$ cat src/rtl/valu_issue_sequencer.sv
// Issue sequencer for the SIMD ALU: streams operand words from two RF read ports
// through the ALU one word per cycle and writes the results back to the destination register.
module valu_issue_sequencer #(
   parameter int LENGTH     = 32,
   parameter int SUB_LENGTH = 8,
   parameter int VLEN_WORDS = 8,
   parameter int NREGS      = 32,
   parameter int ELW        = $clog2(LENGTH / SUB_LENGTH),
   parameter int NW_W       = $clog2(VLEN_WORDS) + 1,
   parameter int AW         = $clog2(NREGS * VLEN_WORDS),
   parameter int RW         = $clog2(NREGS)
) (
   input  logic              clk,
   input  logic              rst,
   input  logic              req_valid,
   output logic              req_ready,
   input  logic [2:0]        req_mode,
   input  logic [ELW:0]      req_elen,
   input  logic [NW_W-1:0]   req_nwords,
   input  logic [RW-1:0]     req_vs1,
   input  logic [RW-1:0]     req_vs2,
   input  logic [RW-1:0]     req_vd,
   output logic [AW-1:0]     rf_rd_addr1,
   output logic [AW-1:0]     rf_rd_addr2,
   input  logic [LENGTH-1:0] rf_rd_data1,
   input  logic [LENGTH-1:0] rf_rd_data2,
   output logic [2:0]        alu_mode,
   output logic [ELW:0]      alu_elen,
   output logic [LENGTH-1:0] alu_op1,
   output logic [LENGTH-1:0] alu_op2,
   output logic              alu_carry_in,
   input  logic [LENGTH-1:0] alu_out,
   input  logic              alu_carry,
   output logic              rf_wr_en,
   output logic [AW-1:0]     rf_wr_addr,
   output logic [LENGTH-1:0] rf_wr_data,
   output logic              done,
   output logic              err,
   output logic              last_carry,
   output logic [1:0]        dbg_state
);

   localparam int IW = $clog2(VLEN_WORDS);

   // req valid/ready: a request is taken on any rising edge where req_valid and req_ready
   // are both high; req_ready is high only while IDLE, so the source must hold its request.
   typedef enum logic [1:0] {S_IDLE = 2'd0, S_RUN = 2'd1, S_DRAIN = 2'd2} state_t;

   state_t          state;
   logic [2:0]      mode_q;
   logic [ELW:0]    elen_q;
   logic [NW_W-1:0] n_q;
   logic [RW-1:0]   vs1_q, vs2_q, vd_q;
   logic [IW-1:0]   idx;
   logic            s1_valid, s1_last;
   logic [IW-1:0]   s1_idx;
   logic [NW_W-1:0] nw_clamp;
   logic            last_idx;

   assign nw_clamp  = (req_nwords > NW_W'(VLEN_WORDS)) ? NW_W'(VLEN_WORDS) : req_nwords;
   assign last_idx  = ({1'b0, idx} == (n_q - NW_W'(1)));
   assign req_ready = (state == S_IDLE);
   assign dbg_state = state;

   assign rf_rd_addr1 = (state == S_RUN) ? AW'(vs1_q) * AW'(VLEN_WORDS) + AW'(idx) : '0;
   assign rf_rd_addr2 = (state == S_RUN) ? AW'(vs2_q) * AW'(VLEN_WORDS) + AW'(idx) : '0;

   assign alu_mode     = mode_q;
   assign alu_elen     = elen_q;
   assign alu_carry_in = (mode_q == 3'd1);
   assign alu_op1      = s1_valid ? rf_rd_data1 : '0;
   assign alu_op2      = s1_valid ? rf_rd_data2 : '0;

   always_ff @(posedge clk or posedge rst) begin
      if (rst) begin
         state      <= S_IDLE;
         mode_q     <= '0;
         elen_q     <= '0;
         n_q        <= '0;
         vs1_q      <= '0;
         vs2_q      <= '0;
         vd_q       <= '0;
         idx        <= '0;
         s1_valid   <= 1'b0;
         s1_last    <= 1'b0;
         s1_idx     <= '0;
         rf_wr_en   <= 1'b0;
         rf_wr_addr <= '0;
         rf_wr_data <= '0;
         done       <= 1'b0;
         err        <= 1'b0;
         last_carry <= 1'b0;
      end else begin
         // Stage 1 carries the word whose read was issued last cycle; stage 2 writes it back.
         s1_valid <= (state == S_RUN);
         s1_last  <= (state == S_RUN) && last_idx;
         s1_idx   <= idx;
         rf_wr_en <= s1_valid;
         if (s1_valid) begin
            rf_wr_addr <= AW'(vd_q) * AW'(VLEN_WORDS) + AW'(s1_idx);
            rf_wr_data <= alu_out;
         end
         done <= s1_last;
         err  <= 1'b0;
         if (s1_last && (mode_q <= 3'd1)) last_carry <= alu_carry;

         case (state)
            S_IDLE: begin
               if (req_valid) begin
                  mode_q <= req_mode;
                  elen_q <= req_elen;
                  n_q    <= nw_clamp;
                  vs1_q  <= req_vs1;
                  vs2_q  <= req_vs2;
                  vd_q   <= req_vd;
                  idx    <= '0;
                  // Empty or illegal ops finish immediately without touching the RF.
                  if ((req_mode == 3'd7) || (nw_clamp == '0)) begin
                     done  <= 1'b1;
                     err   <= (req_mode == 3'd7);
                     state <= S_DRAIN;
                  end else begin
                     state <= S_RUN;
                  end
               end
            end
            S_RUN: begin
               if (last_idx) state <= S_DRAIN;
               else          idx   <= idx + IW'(1);
            end
            S_DRAIN: begin
               if (done) state <= S_IDLE;
            end
            default: state <= S_IDLE;
         endcase
      end
   end

endmodule

$ cat config.mk
export PLATFORM = sky130hd
export DESIGN_NAME = valu_issue_sequencer
export DESIGN_NICKNAME = d
export VERILOG_FILES = /design/src/rtl/valu_issue_sequencer.sv
export SDC_FILE = /design/constraint.sdc
export NUM_CORES = 1
export LEC_CHECK = 0
export CAP_MARGIN = 20
export CORE_MARGIN = 3
export CORE_UTILIZATION = 30
export CTS_CLUSTER_SIZE = 28
export DETAILED_ROUTE_END_ITERATION = 12
export GPL_ROUTABILITY_DRIVEN = 0
export GPL_TIMING_DRIVEN = 0
export PLACE_DENSITY_LB_ADDON = 0.1
export SLEW_MARGIN = 15
export SYNTH_ARGS = -nofsm -noshare
export SYNTH_HDL_FRONTEND = slang
export SYNTH_SLANG_ARGS = --single-unit
$ cat constraint.sdc
create_clock -name clk -period 5.9 [get_ports clk]
set_clock_uncertainty 0.1 [all_clocks]
set_input_delay 1.18 -clock clk [delete_from_list [all_inputs] [get_ports clk]]
set_output_delay 1.18 -clock clk [all_outputs]
set_load 0.01 [all_outputs]
# Word-level counts from Yosys, hierarchy flattened
# Index checks and enable logic that the tools add are counted.
totals:
  reg_bits: 79
  input_bits: 125
  out_inout_bits: 134
  elab_cells: 61
classes:
  n_addsub: 5
  n_lt_le_gt_ge: 2
  n_eq_ne: 9
  mux: 19
  n_reduce_logical: 9
op_table:
  columns: ["operator", "n"]
  rows:
  - ["32-bit two-way mux", 2]
  - ["8-bit by 3-bit adder with 8-bit output", 3]
  - ["8-bit two-way mux", 2]
  - ["2-bit two-way mux", 4]
  - ["2-bit inequality test, second input constant", 4]
  - ["1-bit two-way mux", 6]
  - ["3-bit two-way mux", 2]
  - ["2-bit case mux with 3 select lines", 1]
  - ["3-bit case mux with 2 select lines", 1]
  - ["3-bit AND reduction", 2]
  - ["3-bit by 4-bit equality test with 1-bit output", 1]
  - ["4-bit > comparator, second input constant", 1]
  - ["4-bit logical NOT", 1]
  - ["4-bit two-way mux", 1]
  - ["4-bit by 1-bit subtractor with 4-bit output, second input constant", 1]
  - ["3-bit by 1-bit adder with 3-bit output, second input constant", 1]
  - ["3-bit by 1-bit equality test with 1-bit output, second input constant", 1]
  - ["3-bit equality test, second input constant", 1]
  - ["3-bit by 1-bit less-or-equal comparator with 1-bit output, second input constant", 1]
  - ["2-bit by 1-bit equality test with 1-bit output, second input constant", 1]
  - ["2-bit equality test, second input constant", 1]
  - ["1-bit logical AND", 2]
  - ["2-bit logical NOT", 1]
  - ["2-bit AND reduction", 1]
  - ["2 further kinds", 2]

# Longest topological paths before layout
# Gate-level depths: netlist of the first run.
depth:
  ltp_word: 7
  ltp_mapped: 6
  mapped_depth_nobuf: 6

# Least setup slack after synthesis of the first run
# OpenSTA, ideal clock, no wires.
synth_path:
  path_kind: "in2out"
  startpoint: "input rf_rd_data1[0]"
  endpoint: "output alu_op1[0]"
  t_arrival_ps: 1345
  required_ps: 4620
  setup_slack_ps: 3275
  path_stages: 1
  n_path_buf: 0
  path_cell_list: "and2_1"
synth_via:
  elab_chain_len: 1
synth_rtl:
  columns: ["item", "line_no", "text"]
  rows:
  - ["from (decl)", "25", "input logic [LENGTH-1:0] rf_rd_data1,"]
  - ["32-bit two-way mux", "71", "assign alu_op1 = s1_valid ? rf_rd_data1 : '0;"]
  - ["to (decl)", "29", "output logic [LENGTH-1:0] alu_op1,"]
# Every way passes these cells.

# Final worst setup path of the first run
layout_path:
  startpoint: "register state[1], in the netlist dbg_state[1]"
  endpoint: "output rf_rd_addr2[0]"
layout_via:
  elab_chain_len: 2
layout_rtl:
  columns: ["item", "line_no", "text"]
  rows:
  - ["from (decl)", "49", "state_t state;"]
  - ["from (signal assigned)", "76", "state <= S_IDLE;"]
  - ["from (signal assigned)", "121", "state <= S_DRAIN;"]
  - ["from (signal assigned)", "123", "state <= S_RUN;"]
  - ["2-bit by 1-bit equality test with 1-bit output", "66", "assign rf_rd_addr2 = (state == S_RUN) ? AW'(vs2_q) * AW'(VLEN_WORDS) + AW'(idx) : '0;"]
  - ["8-bit two-way mux", "66", null]
  - ["to (decl)", "24", "output logic [AW-1:0] rf_rd_addr2,"]
# Every way passes these cells.

==> results_dict.tcl, run 1 <==
set metrics [dict create \
    status "complete, no violations" \
    clk_pin_slew_ns 0.06 \
    hold_path_class "register to register" \
    port-buffer-count 258 \
    dp_hpwl_um 9760 \
    avgRoutedWirePerCell_um 16.6 \
    design_area_um2 6700 \
    drt-initial-drc-count 89 \
    synth_seq_cells 79 \
    post-route-drc-count 0 \
    antenna_left 0 \
    grt_max_degree 54 \
    cts-root-buf "clkbuf_16" \
    placed_cell_area_um2 6390 \
    clk-insertion-delay-late_ns 0.33 \
    grt_pass1_vias 3134 \
    path_class "register to primary output" \
    fin_crit_sh_pct 62.6 \
    fillers 1006 \
    syn_inst 290 \
    r2r_slack_ns 4.06 \
    drt-total-wl_um 11800 \
    clock_sinks 79 \
    place_ws_ns 2.29 \
    final_hold_viol_count 0 \
    period_minus_slack_ns 3.69 \
    h-tree-depth 3 \
    fin_util_pct 57.9 \
    die_y_um 115 \
    critPathMaxFanout 10 \
    initial_core_util_pct 31.1 \
    cts-resized-gates 0 \
    die_w_um 115 \
    rows 39 \
    grt.overflow.total 0 \
    antenna_found_initial 0 \
    rsz0062_at_grt "no" \
    yosysUniqueCellTypes 31 \
    cellLeakagePower_nw 2.75 \
    post_cts_buffers 0 \
    fmax_mhz 271 \
    cts_tree "done" \
    track_usage_pct 17.1 \
    setup-violations-final 0 \
    report.final.slew_viol_count 0 \
    grt_first_pass_wirelength_um 17400 \
    drive_gt1_share_pct 11.5 \
    first_pass_iters 4 \
    cap_violations 0 \
    seq_area_frac_synth_pct 55.0 \
    die-area_um2 13300 \
    cts_buffer_depth 2 \
    via_per_inst 4.48 \
    final_net_count 687 \
    area_delta_synth_final_pct 86.3 \
    synth_fp_nets 417 \
    synth.avg_cell_area_um2 12.4 \
    synth_warnings 0 \
    crit_path_start_kind "register" \
    insertedDiodeCount 0 \
    ctsHoldBuffers 0 \
    worstMarginPinSlew_ns 0.611 \
    synth_area_um2 3590 \
    vias 3169 \
    setup_tns_ns 0 \
    slew-limit-headroom_pct 59.2 \
    critPathArrivalTime_ns 2.41 \
    timing.final.ws_setup_ns 2.21 \
    critPathCaptureType "primary output" \
    core_um2 11600 \
    power_density_nw_per_um2 431 \
    ioPinCount 259 \
    required_ns 4.62 \
    peakVddDrop_v 0.000245 \
    cts_buffers 9 \
]
cells by family (layout without fill, tap and decap cells):
family	after synthesis	in the layout	share of synthesized area [%]
flops	79	79	55.0
simple gates	101	101	16.6
compound gates	14	14	3.24
xor+xnor	3	3	0.731
fa+ha+maj	2	2	0.696
mux	66	66	20.6
buf+inv	25	300	3.13
area by class of cell:
class | count | area [um2] | area share, %
repair buffers | 259 | 2610 | 39.0
flip-flops and latches | 79 | 1980 | 29.5
plain buffers | 19 | 90.1 | 1.35
inverters | 6 | 25.0 | 0.374
multi-input cells | 186 | 1510 | 22.5
clock buffers | 12 | 256 | 3.83
well taps | 143 | 179 | 2.67
clock inverters | 4 | 52.6 | 0.785
per-layer routing:
layer  up-vias  share of wire [%]  global-route usage (%)
li1       1508                  -                       -
met1      1518                 36                    18.8
met2       133                 54                    32.0
met3        10                7.5                    3.76
met4         0                1.7                    6.89
met5         -                  0                       0
worst paths after layout:
check | startpoint | end | depth (start not counted)
setup / recovery | dbg_state[1] | rf_rd_addr2[0] | 6
hold / removal | s1_valid | rf_wr_en | 0
setup reg to reg | n_q[0] | idx[0] | 6
hold reg to reg | s1_valid | rf_wr_en | 0
max in group asynchronous | rst | vd_q[0] | 3
min in group asynchronous | rst | vs1_q[3] | 2
state kept, by name (all words and copies together) (netlist names):
register and flops:
dbg_state 2, idx 3, alu_elen 3, s1_valid 1
vs2_q 5, s1_last 1, vs1_q 5, last_carry 1
done 1, n_q 4, rf_wr_en 1, alu_mode 3
vd_q 5, rf_wr_data 32, s1_idx 3, rf_wr_addr 8
err 1
layout by cell type, fill, tap and decap left out, types with 2 or more instances in the layout:
cell,synthesis,routed
mux2_2,34,34
clkbuf_1,9,10
buf_2,6,6
mux2_1,29,29
nand3_1,2,2
inv_1,5,4
clkbuf_8,0,2
clkdlybuf4s50_1,0,258
and2_1,78,78
ha_1,2,2
dfrtp_1,79,79
nand2b_1,4,4
clkbuf_16,0,9
mux2i_1,3,3
xor2_1,3,3
nor2_1,5,5
nand2_1,9,9
o21ai_1,4,4
buf_4,3,3
report_power, final:
group | total [mW] | internal [mW] | switching (mW)
Sequential | 0.879 | 0.758 | 0.121
Combinational | 1.45 | 0.861 | 0.585
Clock | 0.561 | 0.352 | 0.209
cells in the mapped netlist:
master	instances	area (um2)
o21ai_1	4	20.0
a31o_1	1	8.76
a31oi_1	1	6.26
and2_1	78	488
mux2i_1	3	30.0
a311oi_1	1	8.76
o31ai_1	1	7.51
buf_1	1	3.75
o41ai_1	1	8.76
nand2b_1	4	25.0
inv_2	1	3.75
xor2_1	3	26.3
nand3_1	2	10.0
dfrtp_1	79	1980
or3_4	1	11.3
o22ai_1	1	6.26
nand2_2	1	6.26
a21oi_1	1	5.00
clkbuf_1	9	33.8
mux2_1	29	327
mux2_2	34	383
nor2_1	5	18.8
a22oi_4	1	21.3
buf_2	6	30.0
nand2_1	9	33.8
inv_1	5	18.8
ha_1	2	25.0
buf_4	3	22.5
a21o_1	1	7.51
nor3_1	1	5.00
a41oi_2	1	16.3
critical path, cell delays in order (launching register included):
cell and delay, ns:
dfrtp_1 0.41, nand2b_1 0.24, inv_2 0.18, clkbuf_1 0.40, and2_1 0.22, buf_4 0.11
clkdlybuf4s50_1 0.53
per-stage QoR:
step           hold WS [ns]  total power, mW  std cells
2_1_floorplan         0.252             1.56        290
3_3_place_gp          0.259             2.32        691
3_5_place_dp          0.261             2.36        692
4_1_cts               0.275             2.94        708
5_1_grt               0.293             3.07        708
6_report              0.274             2.89        708
(Power assumes the default switching activity.)
==> run 2: changes to the inputs <==
==> constraint.sdc (replaced) <==
create_clock -name clk -period 3.7 [get_ports clk]
set_clock_uncertainty 0.1 [all_clocks]
set_input_delay 0.74 -clock clk [delete_from_list [all_inputs] [get_ports clk]]
set_output_delay 0.74 -clock clk [all_outputs]
set_load 0.01 [all_outputs]
==> results of run 2 <==
The final DEF is identical to that of run 1. Status: complete, no violations.
Among the figures that moved: setup slack after placement 2.29 ns -> 0.714 ns; setup slack after layout 2.21 ns -> 0.449 ns; register-to-register setup slack 4.06 ns -> 1.86 ns; total power 2.89 mW -> 4.60 mW; worst IR drop on VDD 0.000245 V -> 0.000390 V
==> run 3: changes to the inputs <==
--- a/config.mk
+++ b/config.mk
@@ -10,8 +10,8 @@
 export CORE_UTILIZATION = 30
 export CTS_CLUSTER_SIZE = 28
 export DETAILED_ROUTE_END_ITERATION = 12
+export DONT_BUFFER_PORTS = 1
 export GPL_ROUTABILITY_DRIVEN = 0
-export GPL_TIMING_DRIVEN = 0
 export PLACE_DENSITY_LB_ADDON = 0.1
 export SLEW_MARGIN = 15
 export SYNTH_ARGS = -nofsm -noshare
==> constraint.sdc (replaced) <==
create_clock -name clk -period 3.7 [get_ports clk]
set_clock_uncertainty 0.1 [all_clocks]
set_input_delay 0.74 -clock clk [delete_from_list [all_inputs] [get_ports clk]]
set_output_delay 0.74 -clock clk [all_outputs]
set_load 0.005 [all_outputs]
==> results_dict.tcl, run 3 (synthesis results as in run 1) <==
set metrics [dict create \
    regToRegStartpoint "dbg_state[0]" \
    power_mw 3.45 \
    report.final.slew_viol_count 0 \
    setup_tns_ns 0 \
    post_cts_buffers 0 \
    grt_first_pass_wirelength_um 13200 \
    antenna_found_initial 1 \
    cts-root-buf "clkbuf_16" \
    cts_buffers 9 \
    required_ns 2.86 \
    final_net_count 414 \
    fin_crit_sh_pct 66.5 \
    crit_path_start_kind "register" \
    grt.overflow.total 0 \
    track_usage_pct 13.5 \
    via_per_inst 4.93 \
    area_delta_synth_final_pct 13.4 \
    r2r-end "vs1_q[4]" \
    holdWs_ns 0.209 \
    initial_core_util_pct 31.1 \
    grt_pass1_vias 2167 \
    cellLeakagePower_nw 1.73 \
    cts_buffer_depth 2 \
    hold_path_class "input pin to asynchronous set/reset pin" \
    setup-violations-final 0 \
    fin_util_pct 35.2 \
    rows 39 \
    critPathArrivalTime_ns 1.62 \
    port-buffer-count 0 \
    h-tree-depth 3 \
    clock_sinks 79 \
    worstMarginPinSlew_ns 0.799 \
    seqCellArea_um2 1980 \
    final_hold_viol_count 0 \
    slew-limit-headroom_pct 46.6 \
    period_minus_slack_ns 2.46 \
    post-route-drc-count 0 \
    peakVddDrop_v 0.000293 \
    drt-total-wl_um 9490 \
    reg_top3 "rf_wr_data x32, rf_wr_addr x8" \
    dp_hpwl_um 7430 \
    die-area_um2 13300 \
    core_um2 11600 \
    final_cell_mix "and2_1, dfrtp_1, mux2_2, mux2_1" \
    cts-resized-gates 0 \
    cap_violations 0 \
    critPathCaptureType "primary output" \
    cts_tree "done" \
    first_pass_iters 4 \
    multi_input_area_um2 1510 \
    clk-insertion-delay-late_ns 0.33 \
    place_ws_ns 1.57 \
    critPathMaxFanout 53 \
    antenna_left 0 \
    regMostFlops "rf_wr_data" \
    die_w_um 115 \
    clk_pin_slew_ns 0.06 \
    fillers 1129 \
    avgRoutedWirePerCell_um 21.8 \
    ctsHoldBuffers 0 \
    ioPinCount 259 \
    path_class "register to primary output" \
    die_y_um 115 \
    rr_worst_depth 3 \
    r2r_slack_ns 1.71 \
    grt_max_degree 54 \
    rsz0062_at_grt "no" \
    drive_gt1_share_pct 20.9 \
    power_density_nw_per_um2 846 \
    vias 2149 \
    timing.final.ws_setup_ns 1.24 \
    fmax_mhz 407 \
    drt-initial-drc-count 78 \
    status "complete, no violations" \
    largest_reg_flops 32 \
]
## run 3: changes by cell type in the layout (fill, tap and decap cells not counted), moves of 2 or more
cell             delta
clkbuf_1            -9
buf_2               -6
buf_12              +2
clkdlybuf4s50_1   -258
## run 3: final cells by class
class,instances,area share (%)
repair buffers,5,1.54
well taps,143,4.39
clock inverters,5,2.00
diodes,1,0.0614
flip-flops and latches,79,48.5
inverters,6,0.583
multi-input cells,186,36.9
clock buffers,11,5.96
## run 3: per-stage QoR
stage,instances,instance area [um2]
6_report,436,4080
5_1_grt,436,4080
4_1_cts,435,4070
3_5_place_dp,419,3750
3_3_place_gp,418,3730
2_1_floorplan,290,3590
## run 3: worst max-delay path by stage
stage	start	to	slack (ns)	depth (start not counted)
after floorplan	rst	alu_elen[0]	0.84	1
after global placement	dbg_state[1]	rf_rd_addr2[1]	1.59	3
after detailed placement	s1_valid	alu_op2[5]	1.57	2
after CTS	s1_valid	alu_op2[5]	1.20	2
after global routing	s1_valid	alu_op2[0]	1.12	2
final	s1_valid	alu_op1[31]	1.24	2
## run 3: layer usage
| layer | track usage (%) | routed length (um) | vias to the layer above |
|---|---|---|---|
| met1 | 15.1 | 3310 | 1046 |
| met5 | 0 | 0 | - |
| li1 | - | - | 952 |
| met3 | 3.39 | 836 | 13 |
| met4 | 8.06 | 256 | 0 |
| met2 | 23.1 | 5080 | 138 |
## run 3: report_power, final
part           total, mW  switching [mW]  leakage, nW  internal, mW
clock              0.951           0.342        0.156         0.609
sequential          1.51           0.297        0.938          1.21
combinational      0.988           0.487        0.635         0.502
total               3.45            1.13         1.73          2.32
## run 3: worst max-delay path, stage by stage, from the launching register on
cell	delay [ns]
dfrtp_2	0.76
buf_12	0.30
and2_1	0.18
